$ cat config.mk
export PLATFORM = sky130hd
export DESIGN_NAME = game_fsm
export DESIGN_NICKNAME = d
export VERILOG_FILES = /design/src/rtl/game_fsm.sv
export SDC_FILE = /design/constraint.sdc
export NUM_CORES = 1
export LEC_CHECK = 0
export ABC_AREA = 0
export ABC_CLOCK_PERIOD_IN_PS = 1350
export CORE_UTILIZATION = 35
export DETAILED_ROUTE_END_ITERATION = 8
export PLACE_DENSITY = 0.89
export SLEW_MARGIN = 0
export SYNTH_ARGS = -nofsm -noshare
export SYNTH_HDL_FRONTEND = slang
export SYNTH_SLANG_ARGS = --single-unit
$ cat constraint.sdc
create_clock -name clk -period 1.35 [get_ports clk]
set_clock_uncertainty 0.1 [all_clocks]
set_input_delay 0.27 -clock clk [delete_from_list [all_inputs] [get_ports clk]]
set_output_delay 0.27 -clock clk [all_outputs]
set_load 0.03 [all_outputs]
$ cat src/rtl/game_fsm.sv
// game_fsm: turn-based game controller.
//
// Holds the registered game state (IDLE, SELECT, CHECK, GAME_OVER), rotates
// the active player over N_PLAYERS, enforces a per-turn timeout and reports
// the winner.
//
// Optional feature macro: GAME_FSM_TIMEOUT_EN
//   defined   -> turn timer and timeout pulse are built
//   undefined -> no timer register; turn_timer and timeout read 0 and
//                SELECT waits indefinitely for a select rise
//
// Ports:
//   clk        in   clock, rising edge
//   rst_n      in   asynchronous active-low reset
//   enable     in   clock enable; all registers hold while low
//   start      in   start / restart request (rising edge)
//   select     in   active player confirms a move (rising edge)
//   finish     in   win condition from board logic, sampled in CHECK
//   state      out  IDLE=00, SELECT=01, CHECK=10, GAME_OVER=11
//   player     out  active player index
//   turn_timer out  enabled cycles remaining in the current turn
//   commit     out  one-cycle pulse when a move is accepted
//   timeout    out  one-cycle pulse when a turn expires
//   winner     out  winning player, valid while game_over=1
//   game_over  out  high in GAME_OVER
module game_fsm #(
  parameter int N_PLAYERS   = 2,
  parameter int TURN_CYCLES = 50_000_000,
  localparam int PW = (N_PLAYERS > 2) ? $clog2(N_PLAYERS) : 1,
  localparam int TW = $clog2(TURN_CYCLES)
) (
  input  logic          clk,
  input  logic          rst_n,
  input  logic          enable,
  input  logic          start,
  input  logic          select,
  input  logic          finish,
  output logic [1:0]    state,
  output logic [PW-1:0] player,
  output logic [TW-1:0] turn_timer,
  output logic          commit,
  output logic          timeout,
  output logic [PW-1:0] winner,
  output logic          game_over
);

  typedef enum logic [1:0] {
    S_IDLE      = 2'b00,
    S_SELECT    = 2'b01,
    S_CHECK     = 2'b10,
    S_GAME_OVER = 2'b11
  } state_e;

  state_e        state_q, state_d;
  logic [PW-1:0] player_q, player_d;
  logic [PW-1:0] winner_q, winner_d;
  logic          commit_q, commit_d;
  logic          timeout_q, timeout_d;
  logic          start_q, start_d;
  logic          select_q, select_d;
  logic [PW-1:0] player_adv;
  logic          start_rise;
  logic          select_rise;

`ifdef GAME_FSM_TIMEOUT_EN
  localparam logic [TW-1:0] TIMER_RELOAD = TW'(TURN_CYCLES - 1);
  logic [TW-1:0] timer_q, timer_d;
`endif

  // Wrap explicitly so the index never leaves 0..N_PLAYERS-1, even when
  // N_PLAYERS is not a power of two.
  assign player_adv  = (player_q == PW'(N_PLAYERS - 1)) ? '0 : player_q + PW'(1);
  assign start_rise  = start & ~start_q;
  assign select_rise = select & ~select_q;

  always_comb begin
    state_d   = state_q;
    player_d  = player_q;
    winner_d  = winner_q;
    commit_d  = 1'b0;
    timeout_d = 1'b0;
    start_d   = start_q;
    select_d  = select_q;
`ifdef GAME_FSM_TIMEOUT_EN
    timer_d   = timer_q;
`endif
    if (enable) begin
      start_d  = start;
      select_d = select;
      case (state_q)
        S_IDLE: begin
          if (start_rise) begin
            state_d  = S_SELECT;
            player_d = '0;
`ifdef GAME_FSM_TIMEOUT_EN
            timer_d  = TIMER_RELOAD;
`endif
          end
        end
        S_SELECT: begin
          // A select rise on the expiry cycle takes priority over the timeout.
          if (select_rise) begin
            state_d  = S_CHECK;
            commit_d = 1'b1;
          end
`ifdef GAME_FSM_TIMEOUT_EN
          else if (timer_q == '0) begin
            timeout_d = 1'b1;
            player_d  = player_adv;
            timer_d   = TIMER_RELOAD;
          end else begin
            timer_d = timer_q - TW'(1);
          end
`endif
        end
        S_CHECK: begin
          if (finish) begin
            state_d  = S_GAME_OVER;
            winner_d = player_q;
          end else begin
            state_d  = S_SELECT;
            player_d = player_adv;
`ifdef GAME_FSM_TIMEOUT_EN
            timer_d  = TIMER_RELOAD;
`endif
          end
        end
        S_GAME_OVER: begin
          if (start_rise) begin
            state_d  = S_IDLE;
            winner_d = '0;
          end
        end
        default: state_d = S_IDLE;
      endcase
    end
  end

  // Pulse registers load every clock so they fall back to 0 on disabled
  // cycles; all other state only changes through the enabled path above.
  always_ff @(posedge clk or negedge rst_n) begin
    if (!rst_n) begin
      state_q   <= S_IDLE;
      player_q  <= '0;
      winner_q  <= '0;
      commit_q  <= 1'b0;
      timeout_q <= 1'b0;
      start_q   <= 1'b0;
      select_q  <= 1'b0;
    end else begin
      state_q   <= state_d;
      player_q  <= player_d;
      winner_q  <= winner_d;
      commit_q  <= commit_d;
      timeout_q <= timeout_d;
      start_q   <= start_d;
      select_q  <= select_d;
    end
  end

`ifdef GAME_FSM_TIMEOUT_EN
  always_ff @(posedge clk or negedge rst_n) begin
    if (!rst_n) begin
      timer_q <= '0;
    end else begin
      timer_q <= timer_d;
    end
  end
  assign turn_timer = timer_q;
  assign timeout    = timeout_q;
`else
  assign turn_timer = '0;
  assign timeout    = 1'b0;
`endif

  assign state     = state_q;
  assign player    = player_q;
  assign winner    = winner_q;
  assign commit    = commit_q;
  assign game_over = (state_q == S_GAME_OVER);

endmodule

==> flow_summary.yaml <==
run_status:
  outcome: "finished clean"
clocking:
  cts_buffers: 3
  worstSkewPairLatency_ns: 0.26
  h-tree-depth: 1
  cts_hold_buffers: 0
  clock-root-buffer: "clkbuf_4"
  tritoncts: "done"
  clkSinkCount: 7
  cts.clk_slew.worst_paths_ns: 0.05
  clockBufferDepth: 2
route:
  dr_total_vias: 387
  firstDrtPassIters: 1
  ant_nets: 0
  wire_per_inst_um: 8.86
  route.detailed.drc: 0
  viasPerCell: 4.21
  finalWirelength_um: 815
  drtIter0Drc: 0
timing:
  setup_ws_ns: 0.0425
  clock.fmax_mhz: 765
  fin_crit_ns: 1.31
  fin_crit_sh: 0.968
  rsz0062_at_grt: "yes"
  maxSlewViolCount: 0
  setup_viol: 0
  hold_viol_final: 0
final_layout:
  layout_commonest_cell: "conb_1"
  area_growth_pct: 8.65
  layout-drive-gt1-share: 0.316
  final_cell_mix: "27 x conb_1, 9 x buf_4, 5 x dfrtp_1, 5 x clkdlybuf4s50_1, 3 x clkbuf_4"
  fillers: 156
  num_antenna_cells: 0
  nNetsFinal: 83
power_and_ir_drop:
  p_leak_nw: 0.332
  powerDensity_nw_per_um2: 1950
  total_power_mw: 1.26
  vdd_drop_max_mv: 0.797
critical_path:
  end_kind: "register"
  required_ns: 1.40
  start_kind: "input port"
  path_max_fanout: 9
  arrival_ns: 1.35
  criticalPathCategory: "in2reg"
floorplan:
  rows: 14
  coreArea_sq_um: 1540
  die_x_um: 43.2
  start_util: 0.385
  die_area_sq_um: 1860
  die_h_um: 43.2
  pin_count: 39
yosys:
  synthesis.area_sq_um: 593
  synth-edff-count: 0
  synth_area_leader_cell: "buf_4"
  synth-main-ff-cell: "dfrtp_1"
  ys_ff_latch: 7
  yosysTopAreaCellShare: 0.354
  synth_area_leaders: "buf_4 35%, dfrtp_1 30%, nand4b_4 4.0%, mux2_2 3.8%, a22o_1 3.0%"
  synth_cell_type_count: 23
  syn_area_per_cell_sq_um: 9.72
  yosysWarnings: 0
  yosysSeqAreaShare: 0.295
  synth_cells: 61
  async_flop_share: 1.00
global_route:
  grt_pass1_vias: 294
  grt_overflow_total: 0
  antenna_found_initial: 0
  grt_max_degree: 10
  grt_pass1_wl_um: 1240
  grtUsageTotal: 0.0985
worst_hold_path:
  hold_path.class: "in2async"
placement:
  numPortBuffers: 11
  dp_hpwl_um: 609
  gp_congestion: 0.724
  dp_slack_ns: -0.226
job:
  drv_cap: 0
## metal layers
layer  GRT usage  vias to the layer above  share of wire
li1            -                      179              -
met2       0.161                       30           0.49
met4      0.0364                        0          0.012
met1      0.0890                      176           0.37
met5           0                        -              0
met3      0.0809                        2           0.13
## critical path: stages
cell and delay, ns:
clkdlybuf4s50_1 0.45, buf_4 0.17, nand4b_4 0.11, o21a_1 0.12, o221a_2 0.24
## power breakdown
part	total [mW]	switching, mW	leakage (nW)	internal (mW)
Combinational	0.704	0.425	0.235	0.279
Clock	0.193	0.0802	0.0150	0.113
Sequential	0.358	0.0735	0.0819	0.284
Total	1.26	0.579	0.332	0.677
## state kept, by name (all words and copies together), names as in the netlist
| name | cells |
|---|---|
| commit | 1 |
| player | 1 |
| select_q | 1 |
| start_q | 1 |
| state | 2 |
| winner | 1 |
## area by class of cell
| class | count | area, sq um | area share |
|---|---|---|---|
| clock buffers | 4 | 26.3 | 0.0408 |
| inverters | 1 | 3.75 | 0.00583 |
| flip-flops and latches | 7 | 178 | 0.276 |
| multi-input cells | 49 | 288 | 0.447 |
| well taps | 16 | 20.0 | 0.0311 |
| repair buffers | 15 | 129 | 0.200 |
## per-stage QoR
step	cell area (sq um)	hold slack (ns)	setup TNS (ns)	std cells	utilization
after global routing	644	0.189	-0.0124	92	0.418
after floorplan	692	-0.126	0	87	-
after global placement	596	0.390	-0.734	86	0.386
final	644	0.179	0	92	0.418
after CTS	641	0.177	0	92	0.416
after detailed placement	596	0.399	-0.838	86	0.386
## cells by family (layout without fill, tap and decap cells)
family | count (synthesis) | in the layout | share of synthesized area
buffers and inverters | 31 | 20 | 0.388
AOI/OAI and AO/OA | 11 | 11 | 0.143
and+or+nand+nor | 9 | 9 | 0.129
DFF | 7 | 7 | 0.295
muxes | 2 | 2 | 0.0380
other | 1 | 27 | 0.00632
## Yosys cell counts (2+ instances only)
cell type	number
buf_4	28
o21ai_0	2
dfrtp_1	7
nor2b_1	2
nor2_1	2
a22o_1	2
mux2_2	2
## worst paths after layout
check | startpoint | endpoint | slack [ns] | depth (start not counted)
hold reg to reg | select_q | select_q | 0.40 | 1
min in group clk | select_q | select_q | 0.40 | 1
max in group asynchronous | rst_n | state[1] | 0.70 | 1
setup reg to reg | state[0] | state[0] | 0.13 | 3
setup / recovery | enable | state[0] | 0.04 | 5
hold / removal | rst_n | player | 0.18 | 1
## what timing repair did
item | in CTS | in global routing
resized for setup | 2 | 1
setup endpoints to repair | 2 | 1
setup buffers | 2 | 0
pin swaps | 0 | 1
endpoints found under the hold margin | 0 | 0
gates cloned | 0 | 0
(Power assumes the default switching activity.)
